**config.mk**
```make
export PLATFORM = sky130hd
export DESIGN_NAME = cpu_boot_loader
export DESIGN_NICKNAME = d
export VERILOG_FILES = /design/src/rtl/cpu_boot_pkg.sv /design/src/rtl/cpu_boot_loader.sv
export SDC_FILE = /design/constraint.sdc
export NUM_CORES = 1
export LEC_CHECK = 0
export ABC_AREA = 0
export CORE_MARGIN = 1
export CORE_UTILIZATION = 44
export DETAILED_ROUTE_END_ITERATION = 12
export GPL_TIMING_DRIVEN = 0
export PLACE_DENSITY = 0.77
export RECOVER_POWER = 50
export SETUP_SLACK_MARGIN = 0.1
export SLEW_MARGIN = 20
export SYNTH_ARGS = -nofsm -noshare
export SYNTH_HDL_FRONTEND = slang
export SYNTH_SLANG_ARGS = --single-unit
```
**constraint.sdc**
```tcl
create_clock -name clk -period 2.9 [get_ports clk]
set_clock_uncertainty 0.15 [all_clocks]
set_input_delay 0.58 -clock clk [delete_from_list [all_inputs] [get_ports clk]]
set_output_delay 0.58 -clock clk [all_outputs]
set_load 0.005 [all_outputs]
```
**src/rtl/cpu_boot_pkg.sv**
```systemverilog
// Boot loader shared types: FSM state encoding, error codes, header count width.
// Latency: n/a. Backpressure: n/a.
// Imported by cpu_boot_loader; the CHECK state is only reachable with BOOT_CHECKSUM_EN.
package cpu_boot_pkg;

    typedef enum logic [2:0] {
        IDLE  = 3'd0,
        LOAD  = 3'd1,
        CHECK = 3'd2,
        HOLD  = 3'd3,
        RUN   = 3'd4,
        ERROR = 3'd5
    } boot_state_t;

    localparam logic [1:0] ERR_NONE  = 2'd0;
    localparam logic [1:0] ERR_LEN   = 2'd1;
    localparam logic [1:0] ERR_FRAME = 2'd2;
    localparam logic [1:0] ERR_CSUM  = 2'd3;

    // The header count needs one bit more than the address to express a full memory.
    function automatic int hdr_cnt_w(input int addr_w);
        return addr_w + 1;
    endfunction

endpackage

```
**src/rtl/cpu_boot_loader.sv**
```systemverilog
// Programs cpu imem from a header+payload word stream, then releases cpu_rst; optional BOOT_CHECKSUM_EN.
// Latency: imem write 1 cycle after accept; cpu_rst falls HOLD_CYCLES+1 edges after the final accept.
// Backpressure: in_ready is 1 only in IDLE/LOAD/CHECK and never stalls a legal beat.
module cpu_boot_loader
    import cpu_boot_pkg::*;
#(
    parameter int ADDR_W      = 8,
    parameter int BASE_ADDR   = 0,
    parameter int HOLD_CYCLES = 4
) (
    input  logic              clk,
    input  logic              rst,
    input  logic              in_valid,
    output logic              in_ready,
    input  logic [31:0]       in_data,
    input  logic              in_last,
    output logic              imem_we,
    output logic [ADDR_W-1:0] imem_addr,
    output logic [31:0]       imem_wdata,
    output logic              cpu_rst,
    output logic              done,
    output logic              error,
    output logic [1:0]        err_code,
    output logic [ADDR_W:0]   words_loaded
);

    localparam int                CNT_W     = hdr_cnt_w(ADDR_W);
    localparam logic [CNT_W-1:0]  MAX_WORDS = CNT_W'(1) << ADDR_W;
    localparam logic [ADDR_W-1:0] BASE      = ADDR_W'(BASE_ADDR);
    localparam logic [7:0]        HOLD_INIT = 8'(HOLD_CYCLES);

    boot_state_t      state, state_nxt;
    logic [1:0]       err_nxt;
    logic [CNT_W-1:0] n_words;
    logic [7:0]       hold_cnt;
    logic             accept;
    logic             hdr_fire;
    logic             wr_fire;
    logic             last_pay;
    logic [CNT_W-1:0] hdr_n;

`ifdef BOOT_CHECKSUM_EN
    logic [31:0]      csum;
`endif

    assign in_ready = !rst && (state == IDLE || state == LOAD || state == CHECK);
    assign accept   = in_valid && in_ready;
    assign hdr_n    = in_data[CNT_W-1:0];
    assign last_pay = (words_loaded + CNT_W'(1)) == n_words;

    assign cpu_rst  = (state != RUN);
    assign done     = (state == RUN);
    assign error    = (state == ERROR);

    always_ff @(posedge clk) begin
        if (rst) begin
            state <= IDLE;
        end else begin
            state <= state_nxt;
        end
    end

    always_comb begin
        state_nxt = state;
        err_nxt   = err_code;
        hdr_fire  = 1'b0;
        wr_fire   = 1'b0;
        case (state)
            IDLE: begin
                if (accept) begin
                    hdr_fire = 1'b1;
                    if (hdr_n > MAX_WORDS) begin
                        state_nxt = ERROR;
                        err_nxt   = ERR_LEN;
                    end else if (hdr_n == '0) begin
`ifdef BOOT_CHECKSUM_EN
                        if (in_last) begin
                            state_nxt = ERROR;
                            err_nxt   = ERR_FRAME;
                        end else begin
                            state_nxt = CHECK;
                        end
`else
                        if (in_last) begin
                            state_nxt = HOLD;
                        end else begin
                            state_nxt = ERROR;
                            err_nxt   = ERR_FRAME;
                        end
`endif
                    end else begin
                        state_nxt = LOAD;
                    end
                end
            end
            LOAD: begin
                if (accept) begin
`ifdef BOOT_CHECKSUM_EN
                    // The checksum word carries in_last, so every payload beat must not.
                    if (in_last) begin
                        state_nxt = ERROR;
                        err_nxt   = ERR_FRAME;
                    end else begin
                        wr_fire = 1'b1;
                        if (last_pay) begin
                            state_nxt = CHECK;
                        end
                    end
`else
                    if (in_last != last_pay) begin
                        state_nxt = ERROR;
                        err_nxt   = ERR_FRAME;
                    end else begin
                        wr_fire = 1'b1;
                        if (last_pay) begin
                            state_nxt = HOLD;
                        end
                    end
`endif
                end
            end
`ifdef BOOT_CHECKSUM_EN
            CHECK: begin
                if (accept) begin
                    if (!in_last) begin
                        state_nxt = ERROR;
                        err_nxt   = ERR_FRAME;
                    end else if (in_data == csum) begin
                        state_nxt = HOLD;
                    end else begin
                        state_nxt = ERROR;
                        err_nxt   = ERR_CSUM;
                    end
                end
            end
`endif
            HOLD: begin
                if (hold_cnt == 8'd0) begin
                    state_nxt = RUN;
                end
            end
            RUN:     state_nxt = RUN;
            ERROR:   state_nxt = ERROR;
            default: state_nxt = IDLE;
        endcase
    end

    always_ff @(posedge clk) begin
        if (rst) begin
            imem_we      <= 1'b0;
            imem_addr    <= '0;
            imem_wdata   <= '0;
            err_code     <= ERR_NONE;
            words_loaded <= '0;
            n_words      <= '0;
            hold_cnt     <= 8'd0;
        end else begin
            imem_we  <= wr_fire;
            err_code <= err_nxt;
            if (hdr_fire) begin
                n_words      <= hdr_n;
                words_loaded <= '0;
            end
            if (wr_fire) begin
                imem_addr    <= BASE + words_loaded[ADDR_W-1:0];
                imem_wdata   <= in_data;
                words_loaded <= words_loaded + CNT_W'(1);
            end
            // Counter is armed on HOLD entry and reaches zero HOLD_CYCLES edges later.
            if (state_nxt == HOLD && state != HOLD) begin
                hold_cnt <= HOLD_INIT;
            end else if (state == HOLD && hold_cnt != 8'd0) begin
                hold_cnt <= hold_cnt - 8'd1;
            end
        end
    end

`ifdef BOOT_CHECKSUM_EN
    always_ff @(posedge clk) begin
        if (rst) begin
            csum <= '0;
        end else if (hdr_fire) begin
            csum <= in_data;
        end else if (accept && state == LOAD) begin
            csum <= csum ^ in_data;
        end
    end
`endif

endmodule

```
### Word level (Yosys, flattened, before mapping)

Index checks and enable logic that the tools add are counted.

* latch bits: 0
* ROM bits: 0
* word-level logic and storage cells: 68
* output and inout bits: 56
* memories: 0
* input bits: 36
* register bits after elaboration: 72
* bits in writable memories: 0

* equal/unequal tests: 15
* reductions and logical operators: 16
* divide/modulo/power cells: 0
* bitwise logic cells: 0
* shifts and indexed selects: 0
* add/subtract/negate cells: 2
* multiplexer cells: 25
* $lt $le $gt $ge: 1
* multipliers: 0

Operators with widths (count)
* $mux W3: 10
* $mux W9: 2
* $pmux W3 S5: 1
* $mux W2: 6
* $add A9 B1 Y9 const B: 1
* $eq A3 B2 Y1 const B: 3
* $eq A9 B9 Y1: 1
* $gt A9 B9 Y1 const B: 1
* $logic_not A9 Y1: 1
* $logic_not A8 Y1: 1
* $reduce_bool A8 Y1: 1
* $sub A8 B1 Y8 const B: 1
* $eq A3 B3 Y1 const B: 2
* $ne A3 B2 Y1 const B: 2
* $reduce_and A6 Y1: 1
* $reduce_bool A2 Y1: 3
* $mux W1: 5
* $logic_and A1 B1 Y1: 4
* $ne A2 B2 Y1 const B: 2
* $pmux W2 S2: 1
* $eq A3 B1 Y1 const B: 1
* $logic_not A3 Y1: 1
* $ne A3 B1 Y1 const B: 1
* $ne A3 B3 Y1 const B: 1
* other kinds (5): 6

### Depth between registers and ports, before layout

Gate-level depths: netlist of run 1.

* depth in word-level cells: 10
* gate-level depth with buffers: 11
* mapped depth without buffers: 9

### Worst setup path after synthesis of run 1

No wires, ideal clock.

* kind: register -> register
* start: register words_loaded[0]
* end: register imem_wdata[1]
* library setup time: 132 ps
* data arrival time: 2514 ps
* required time: 2618 ps
* buffers on the path: 3
* cell stages (with the launch flop): 12
* clock period less this slack: 2796 ps
* setup slack: 104 ps
* path through: dfxtp_1 > ha_1 > buf_4 > and3_2 > o221ai_1 > mux2_4 > or3_4 > or3_1 > buf_2 > buf_6 > nand3_1 > a21oi_1

* word-level cells in the longest chain between the ends: 6

RTL lines
* from (decl): RTL line cpu_boot_loader.sv:24 `output logic [ADDR_W:0] words_loaded`
* from (signal assigned): RTL line cpu_boot_loader.sv:167 `words_loaded <= words_loaded + CNT_W'(1);`
* $add A9 B1 Y9: RTL line cpu_boot_loader.sv:49 `assign last_pay = (words_loaded + CNT_W'(1)) == n_words;`
* $eq A9 B9 Y1: RTL line cpu_boot_loader.sv:49
* $ne A1 B1 Y1: RTL line cpu_boot_loader.sv:110 `if (in_last != last_pay) begin`
* $mux W1: RTL line cpu_boot_loader.sv:110
* $mux W1: RTL line cpu_boot_loader.sv:97 `if (accept) begin`
* $mux W1: RTL line cpu_boot_loader.sv:68 `case (state)`
* to (signal assigned): RTL line cpu_boot_loader.sv:166 `imem_wdata <= in_data;`
* to (decl): RTL line cpu_boot_loader.sv:19 `output logic [31:0] imem_wdata,`

No other way between the ends.
A chain may end at the register's enable or synchronous reset.

### Final worst setup path of run 1

* start: register words_loaded[6]
* end: register imem_wdata[9]

The elaborated chain is that of the path after synthesis.

==> flow_summary.json, run 1 <==
{
  "grt_pass1_vias": 3412,
  "synth_fp_nets": 461,
  "antenna_found_initial": 0,
  "cp-start-kind": "flop",
  "die_y_um": 90.6,
  "post-place-cells": 611,
  "yosysTopAreaCellShare_pct": 41.7,
  "syn-cell-area_um2": 3450,
  "finalHoldViolations": 0,
  "drive_gt1_share_pct": 15.3,
  "synth.area.top_cells": "dfxtp_1, a21oi_1, o21ai_0, nand3_1, nand2_1",
  "synthTopCellsByCount": "dfxtp_1, a21oi_1, o21ai_0",
  "num_vias": 3795,
  "p_seq_share_pct": 45.2,
  "final_cells": 643,
  "globalplace.congestion": 0.863,
  "synth-main-ff-cell": "dfxtp_1",
  "r2r-end": "imem_wdata[9]",
  "regToRegStartpoint": "words_loaded[6]",
  "crit_path_end": "imem_wdata[9]",
  "h-tree-depth": 3,
  "final_net_count": 578,
  "syn_inst": 422,
  "crit_type": "flop to flop",
  "synth_compound_area_share_pct": 21.9,
  "synth-seq-cells": 72,
  "clkTransAtPathRegs_ns": 0.08,
  "num_rows": 31,
  "p_comb_share_pct": 10.7,
  "synth_area_per_cell_um2": 8.18,
  "via_per_inst": 5.90,
  "area.growth.synth_to_final_pct": 46.6,
  "synth_area_leader_cell": "dfxtp_1",
  "async_flop_share_pct": 0,
  "core_area_um2": 7410,
  "worstMarginPinSlew_ns": 0.609,
  "synthMuxAreaShare_pct": 1.01,
  "finalSetupViolations": 0,
  "power.internal_mw": 1.73,
  "status": "finished, final reports clean",
  "yosys_warnings": 0,
  "p_sw_mw": 0.539,
  "numCtsBuffers": 9,
  "port_buffers": 90,
  "crit_arrival_ns": 2.85,
  "synth_top_family_by_area": "simple AND/OR/NAND/NOR gates",
  "synthMostInstantiatedCell": "dfxtp_1",
  "initial_core_util_pct": 46.6,
  "overflow": 0,
  "synth_edf_count": 0,
  "drcViolationCount": 0,
  "p_sw_share_pct": 23.8,
  "die-width_um": 90.6,
  "synth_cell_types": 59,
  "r2r_slack_ns": 0.10,
  "worst_hold_path_type": "flop to flop",
  "pre_cts_slack_ns": -0.295,
  "fin_crit_ns": 2.80,
  "synth-simple-area-share_pct": 22.9,
  "antenna_cells": 0,
  "track_usage_pct": 24.1,
  "layout_setup_ws_ns": 0.104,
  "synth_xor_area_share_pct": 4.75,
  "cap_violations": 0,
  "clock_latency_ns": 0.35,
  "io_pins": 92,
  "slew_viol_final": 0,
  "drt_iter0_drc": 395,
  "synth_fa_ha_area_share_pct": 1.09,
  "cellPowerDensity_nw_per_um2": 448,
  "r2r_cells": 9,
  "leakagePower_nw": 1.94,
  "worstPathRequired_ns": 2.96,
  "dp_hpwl_mm": 7.01,
  "rsz0062_at_grt": "true",
  "cp-end-kind": "flop",
  "pwr-share-clk_pct": 44.1,
  "wl_mm": 10.3,
  "grt_first_pass_wirelength_mm": 16.2,
  "max_freq_mhz": 358,
  "cts.path.max_buffers": 2,
  "dieArea_um2": 8210,
  "wl_per_cell_um": 16.1,
  "slew-limit-headroom_pct": 59.2,
  "dr.pass1.iters": 6,
  "cts_tree": "done",
  "startpoint": "words_loaded[6]",
  "irDropWorstVdd_v": 0.000250,
  "final_antenna_net_count": 0,
  "grt_max_degree": 14,
  "period_share_pct": 96.4,
  "worst-path-max-fanout": 8,
  "root_buffer": "clkbuf_8",
  "clock_sinks": 72,
  "yosysSeqAreaShare_pct": 41.7
}
## cell type report
type / instances / area, um2
fillers: 581 / 2350
multi-input cells: 305 / 1890
flip-flops and latches: 72 / 1450
repair buffers: 106 / 1060
plain buffers: 33 / 243
clock buffers: 10 / 138
well taps: 99 / 124
clock inverters: 6 / 115
inverters: 12 / 45.0
## cell usage in the layout (no fill, tap or decap), types with 4 or more instances in the layout
cell             Yosys  final
dfxtp_1             72     69
a21oi_1             57     53
dlygate4sd3_1        0     52
o21ai_0             45     44
clkdlybuf4s50_1      0     38
nand3_1             42     35
nand2_1             34     34
nor2_1              23     21
buf_4                5     16
nor3_1              15     15
clkbuf_1            13     13
xnor2_1             12     12
inv_1               11     11
clkbuf_8             0     10
buf_2                7      7
nand4_1              7      7
nand3_2              0      6
buf_6                4      5
nand2b_1             5      5
xor2_1               4      4
o21ai_1              3      4
a21oi_2              0      4
buf_8                0      4
## kinds of logic after synthesis
group / Yosys count
and+or+nand+nor: 151
muxes: 3
buffers and inverters: 45
DFF: 72
xor gates and xnor gates: 17
adders and majority gates: 3
AOI/OAI and AO/OA: 131
## power groups by stage
stage          Combinational, mW  Clock, mW  Sequential [mW]
2_1_floorplan              0.105          0             1.05
3_3_place_gp               0.213          0             1.05
3_5_place_dp               0.215          0             1.05
4_1_cts                    0.235       1.00             1.02
5_1_grt                    0.258       1.04             1.03
6_report                   0.243       1.00             1.02
## metal layers
layer	vias up	GRT usage (%)	routed length, um	part of all wire, %
met1	1792	30.9	4390	42
li1	1762	-	-	-
met4	0	10.2	304	2.9
met3	45	4.12	711	6.9
met5	-	0	0	0
met2	196	39.8	4930	48
## critical path, stage by stage (launching register included)
cell,delay (ns)
dfxtp_1,0.48
nand4_1,0.15
or2_2,0.36
xnor2_1,0.18
o311a_1,0.45
or3_4,0.44
buf_12,0.16
clkbuf_16,0.15
nand3_1,0.08
a21oi_1,0.07
## through the flow
step / hold WS, ns / power, mW / instance area, um2 / utilization [%] / setup TNS (ns)
2_1_floorplan: 0.298 / 1.15 / 3450 / - / 0
3_3_place_gp: 0.305 / 1.26 / 4480 / 60.4 / -6.06
3_5_place_dp: 0.311 / 1.26 / 4480 / 60.4 / -7.65
4_1_cts: 0.322 / 2.26 / 4880 / 65.9 / 0
5_1_grt: 0.336 / 2.33 / 5060 / 68.3 / 0
6_report: 0.318 / 2.27 / 5060 / 68.3 / 0
## timing repair
action                     CTS  global route
gates resized for setup     20            28
gates cloned                 0             2
setup endpoints to repair   62            59
hold buffers                 0             0
pin swaps                    6             5
buffers inserted            11             3
## state kept, by name, summed over array words and instances (netlist names)
name          count
state             3
n_words           9
imem_we           1
hold_cnt          8
words_loaded      9
imem_wdata       32
err_code          2
imem_addr         8
## worst min path at each step
stage | from | endpoint | slack, ns | cells past startpoint
after global placement | imem_addr[3] | imem_addr[3] | 0.30 | 2
after floorplan | n_words[1] | n_words[1] | 0.30 | 2
after detailed placement | n_words[3] | n_words[3] | 0.31 | 2
after global routing | imem_addr[2] | imem_addr[2] | 0.34 | 2
final | imem_wdata[22] | imem_wdata[22] | 0.32 | 2
after CTS | n_words[3] | n_words[3] | 0.32 | 2
Power figures use the tool's default switching activity.
==> run 2, diff against run 1 <==
CTS_BUF_LIST = sky130_fd_sc_hd__clkbuf_8 sky130_fd_sc_hd__clkbuf_16   (was unset)
MAX_ROUTING_LAYER = met4   (was unset)
SKIP_LAST_GASP = 1   (was unset)
==> run 2 against run 1 <==
- sequential cell count unchanged
- register-to-register slack better by 0.02 ns
- combinational power shrank 5%
- largest cell class unchanged
==> flow_summary.json, run 2 (synthesis gave the netlist of run 1 again) <==
{
  "status": "finished, final reports clean",
  "num_rows": 31,
  "cts.path.max_buffers": 2,
  "cp-end-kind": "flop",
  "slowest_stage": "or3_4",
  "holdPathEnd": "imem_wdata[15]",
  "fin_crit_ns": 2.78,
  "final_antenna_net_count": 0,
  "cpPeakStageDelay_ns": 0.42,
  "dpl-instance-area_um2": 4480,
  "cts_hold_buf": 0,
  "clock_sinks": 72,
  "hold-worst-slack_ns": 0.316,
  "drive_gt1_share_pct": 14.5,
  "drt_iter0_drc": 247,
  "finalSetupViolations": 0,
  "final_net_count": 571,
  "leakagePower_nw": 1.88,
  "crit_chain": "ha_4, buf_6, and3_4, o221ai_1, mux2_4, or3_4, or3_4, buf_6, buf_6, nand3_1, a21oi_1",
  "fillers": 604,
  "dp_hpwl_mm": 6.99,
  "antenna_cells": 0,
  "largest_register_ffs": 32,
  "slew_viol_final": 0,
  "startpoint": "words_loaded[0]",
  "crit_type": "flop to flop",
  "max_freq_mhz": 360,
  "h-tree-depth": 3,
  "antenna_found_initial": 0,
  "r2r-end": "imem_addr[5]",
  "worst_hold_path_type": "flop to flop",
  "drcViolationCount": 0,
  "cap_violations": 0,
  "path_common_cell": "buf_6",
  "r2r_slack_ns": 0.12,
  "regMostFlops": "imem_wdata",
  "globalplace.congestion": 0.875,
  "post-place-cells": 611,
  "grt_max_degree": 14,
  "total_power_mw": 2.16,
  "numCtsBuffers": 9,
  "r2r_cells": 11,
  "initial_core_util_pct": 46.6,
  "whs_path_depth": 2,
  "die-width_um": 90.6,
  "port_buffers": 90,
  "worst-path-max-fanout": 10,
  "irDropWorstVdd_v": 0.000271,
  "pre_cts_slack_ns": -0.254,
  "worstPathRequired_ns": 2.96,
  "core_area_um2": 7410,
  "top_regs": "imem_wdata: 32 flops, n_words: 9 flops, words_loaded: 9 flops",
  "dieArea_um2": 8210,
  "fin_area_um2": 4940,
  "wl_per_cell_um": 15.8,
  "cts_tree": "done",
  "clock_latency_ns": 0.35,
  "worstMarginPinSlew_ns": 0.614,
  "io_pins": 92,
  "clkTransAtPathRegs_ns": 0.08,
  "grt_first_pass_wirelength_mm": 16.0,
  "critPathTopFamily": "simple AND/OR/NAND/NOR gates",
  "finalHoldViolations": 0,
  "root_buffer": "clkbuf_8",
  "track_usage_pct": 24.8,
  "final_common_cell": "dfxtp_1",
  "area.growth.synth_to_final_pct": 43.0,
  "slew-limit-headroom_pct": 58.9,
  "layout_setup_ws_ns": 0.125,
  "wl_mm": 10.1,
  "crit_arrival_ns": 2.84,
  "overflow": 0,
  "period_share_pct": 95.7,
  "regToRegStartpoint": "words_loaded[0]",
  "cp-start-kind": "flop",
  "dr.pass1.iters": 7,
  "layout_common_cells": "dfxtp_1, a21oi_1, dlygate4sd3_1, o21ai_0, clkdlybuf4s50_1",
  "worst-path-buf-inv": 3,
  "die_y_um": 90.6,
  "grt_pass1_vias": 3266,
  "min-delay-start": "imem_wdata[15]",
  "num_vias": 3656,
  "rsz0062_at_grt": "true",
  "final_cells": 636,
  "via_per_inst": 5.75,
  "cellPowerDensity_nw_per_um2": 437
}
run 2: how the worst max path moves through the flow:
stage,to,slack [ns],cells past startpoint
after floorplan,imem_wdata[1],0.10,11
after global placement,words_loaded[6],-0.28,11
after CTS,imem_wdata[26],0.10,10
final,imem_addr[5],0.12,11
after detailed placement,words_loaded[7],-0.25,11
after global routing,imem_addr[5],0.03,11
run 2: layout make-up:
type | instances | area, um2 | share of cell area (%)
Buffer | 33 | 224 | 4.54
Clock buffer | 10 | 138 | 2.79
Clock inverter | 6 | 90.1 | 1.82
Inverter | 12 | 45.0 | 0.912
Multi-Input combinational cell | 305 | 1900 | 38.5
Sequential cell | 72 | 1450 | 29.3
Tap cell | 99 | 124 | 2.51
Timing Repair Buffer | 99 | 968 | 19.6
run 2: power by group:
| group | switching, mW | internal (mW) |
|---|---|---|
| clock | 0.391 | 0.512 |
| combinational | 0.119 | 0.113 |
| sequential | 0.0168 | 1.01 |
| total | 0.526 | 1.63 |
run 2: repair_timing:
item | CTS | global route
setup endpoints to repair | 61 | 56
resized for setup | 18 | 29
pin swaps | 3 | 9
setup buffers | 4 | 5
run 2: layer usage:
metal,GRT usage [%],up-vias,wire [um]
met1,30.6,1688,4290
met2,39.6,189,4750
met3,4.38,39,689
met5,-,-,0
li1,-,1740,-
met4,10.8,0,325
run 2: through the flow:
stage	utilization [%]	TNS, ns
4_1_cts	64.7	0
3_5_place_dp	60.4	-6.74
2_1_floorplan	-	0
6_report	66.7	0
3_3_place_gp	60.4	-6.32
5_1_grt	66.7	0
run 2: worst min-delay path: cells and delay by family, from the launching register on:
| family | cells | cell delay [ns] |
|---|---|---|
| compound gates | 1 | 0.06 |
| flops | 1 | 0.31 |
| simple gates | 1 | 0.06 |
==> run 3, diff against run 2 <==
GPL_TIMING_DRIVEN = unset   (was 0)
==> run 3 against run 2 <==
- the run now ends with negative setup slack left
- final area is 0.86% lower
- worst hold slack better by 0.00067 ns
- sequential power hardly changed
- count of clock-buffer cells in the layout is 1 lower
- total power is 8.1% lower
- largest cell class unchanged
==> flow_summary.json, run 3 (synthesis gave the netlist of run 1 again) <==
{
  "status": "finished, violations left",
  "violations": "negative setup slack",
  "period_share_pct": 102,
  "antenna_cells": 0,
  "r2r_cells": 8,
  "via_per_inst": 5.80,
  "final_cells": 623,
  "root_buffer": "clkbuf_8",
  "cp-end-kind": "flop",
  "dp_hpwl_mm": 6.61,
  "final_antenna_net_count": 0,
  "io_pins": 92,
  "cts_hold_buf": 0,
  "die_y_um": 90.6,
  "finalHoldViolations": 0,
  "cp-start-kind": "flop",
  "leakagePower_nw": 1.84,
  "area.growth.synth_to_final_pct": 41.8,
  "drt_iter0_drc": 282,
  "dieArea_um2": 8210,
  "max_freq_mhz": 339,
  "die-width_um": 90.6,
  "slew-limit-headroom_pct": 56.7,
  "cap_violations": 0,
  "worstPathRequired_ns": 2.96,
  "clock_sinks": 72,
  "cellPowerDensity_nw_per_um2": 405,
  "dr.pass1.iters": 5,
  "wl_mm": 10.5,
  "overflow": 0,
  "regMostFlops": "imem_wdata",
  "port_buffers": 91,
  "whs_path_depth": 2,
  "holdPathEnd": "imem_wdata[29]",
  "r2r_slack_ns": -0.05,
  "cts.path.max_buffers": 2,
  "finalSetupViolations": 40,
  "fin_crit_ns": 2.95,
  "post-place-cells": 601,
  "irDropWorstVdd_v": 0.000362,
  "r2r-end": "imem_addr[2]",
  "pre_cts_slack_ns": 0.0909,
  "core_area_um2": 7410,
  "grt_first_pass_wirelength_mm": 15.6,
  "worst_hold_path_type": "flop to flop",
  "globalplace.congestion": 0.889,
  "fillers": 628,
  "h-tree-depth": 3,
  "worst-path-max-fanout": 7,
  "cts_tree": "done",
  "layout_setup_ws_ns": -0.0517,
  "grt_pass1_vias": 3111,
  "track_usage_pct": 24.0,
  "crit_arrival_ns": 3.01,
  "post-route-util_pct": 66.1,
  "drive_gt1_share_pct": 15.3,
  "clkTransAtPathRegs_ns": 0.08,
  "min-delay-start": "imem_wdata[29]",
  "slowest_stage": "dfxtp_1",
  "final_common_cell": "dfxtp_1",
  "regToRegStartpoint": "words_loaded[2]",
  "total_power_mw": 1.98,
  "crit_type": "flop to flop",
  "top_regs": "imem_wdata: 32 flops, n_words: 9 flops, words_loaded: 9 flops",
  "worstMarginPinSlew_ns": 0.647,
  "slew_viol_final": 0,
  "drcViolationCount": 0,
  "num_rows": 31,
  "layout_common_cells": "dfxtp_1, a21oi_1, dlygate4sd3_1, o21ai_0, clkdlybuf4s50_1",
  "grt_max_degree": 57,
  "numCtsBuffers": 9,
  "initial_core_util_pct": 46.6,
  "largest_register_ffs": 32,
  "final_net_count": 558,
  "cpPeakStageDelay_ns": 0.51,
  "postCtsSetupRepairBufs": 0,
  "num_vias": 3615,
  "antenna_found_initial": 0,
  "clock_latency_ns": 0.35,
  "wl_per_cell_um": 16.9,
  "rsz0062_at_grt": "true",
  "crit_chain": "nand4_1, o21bai_1, nand4_1, or3_4, or3_4, clkbuf_16, nand3_1, a21oi_2"
}
run 3: cell count changes in the layout (fill, tap and decap cells not counted), moves of 3 or more:
cell       previous run  this run
clkbuf_16             0         3
clkbuf_2              3         0
a21oi_2               3         6
buf_6                11         4
a21oi_1              54        51
buf_2                 5         1
clkbuf_1             11         2
buf_4                11        16
dfxtp_2               0         3
run 3: cell type report:
class	instances	area, um2	area share, %
clock buffers	9	124	2.53
clock inverters	7	52.6	1.07
inverters	12	45.0	0.920
multi-input cells	305	1900	38.7
flip-flops and latches	72	1450	29.5
well taps	99	124	2.53
repair buffers	119	1210	24.7
run 3: worst max path at each step:
stage	startpoint	end	cells past startpoint	slack, ns
detailed placement	words_loaded[4]	imem_wdata[9]	8	0.09
floorplan	words_loaded[0]	imem_wdata[1]	11	0.10
CTS	words_loaded[1]	imem_wdata[0]	9	0.10
global placement	words_loaded[4]	imem_wdata[1]	8	0.11
global route	words_loaded[1]	imem_wdata[25]	9	-0.11
finish	words_loaded[2]	imem_addr[2]	8	-0.05
run 3: repair_timing:
| item | 4_1_cts | 5_1_grt |
|---|---|---|
| endpoints found under the setup margin | 10 | 45 |
| cloned | 0 | 6 |
| pin swaps | 0 | 17 |
| resized for setup | 1 | 33 |
run 3: power by group:
group,leakage (nW),switching [mW],internal [mW]
Clock,0.0904,0.410,0.318
Combinational,1.17,0.116,0.115
Sequential,0.583,0.0165,1.01
run 3: metrics by stage:
step	cell area, um2	hold slack [ns]	TNS, ns
6_report	4900	0.316	-1.13
5_1_grt	4900	0.343	-3.14
4_1_cts	4660	0.322	0
3_5_place_dp	4480	0.310	0
3_3_place_gp	4480	0.304	0
2_1_floorplan	3450	0.298	0
run 3: critical path: cells and delay by family, from the launching register on:
family | cells | cell delay, ns
AND/OR/NAND/NOR | 5 | 1.57
buffers and inverters | 1 | 0.20
flip-flops | 1 | 0.51
AO/OA/AOI/OAI | 2 | 0.37
run 3: layer usage:
layer / track usage [%] / routed length [um]
met2: 37.8 / 5140
met1: 30.6 / 4460
met4: 6.99 / 171
met5: - / 0
met3: 5.72 / 729
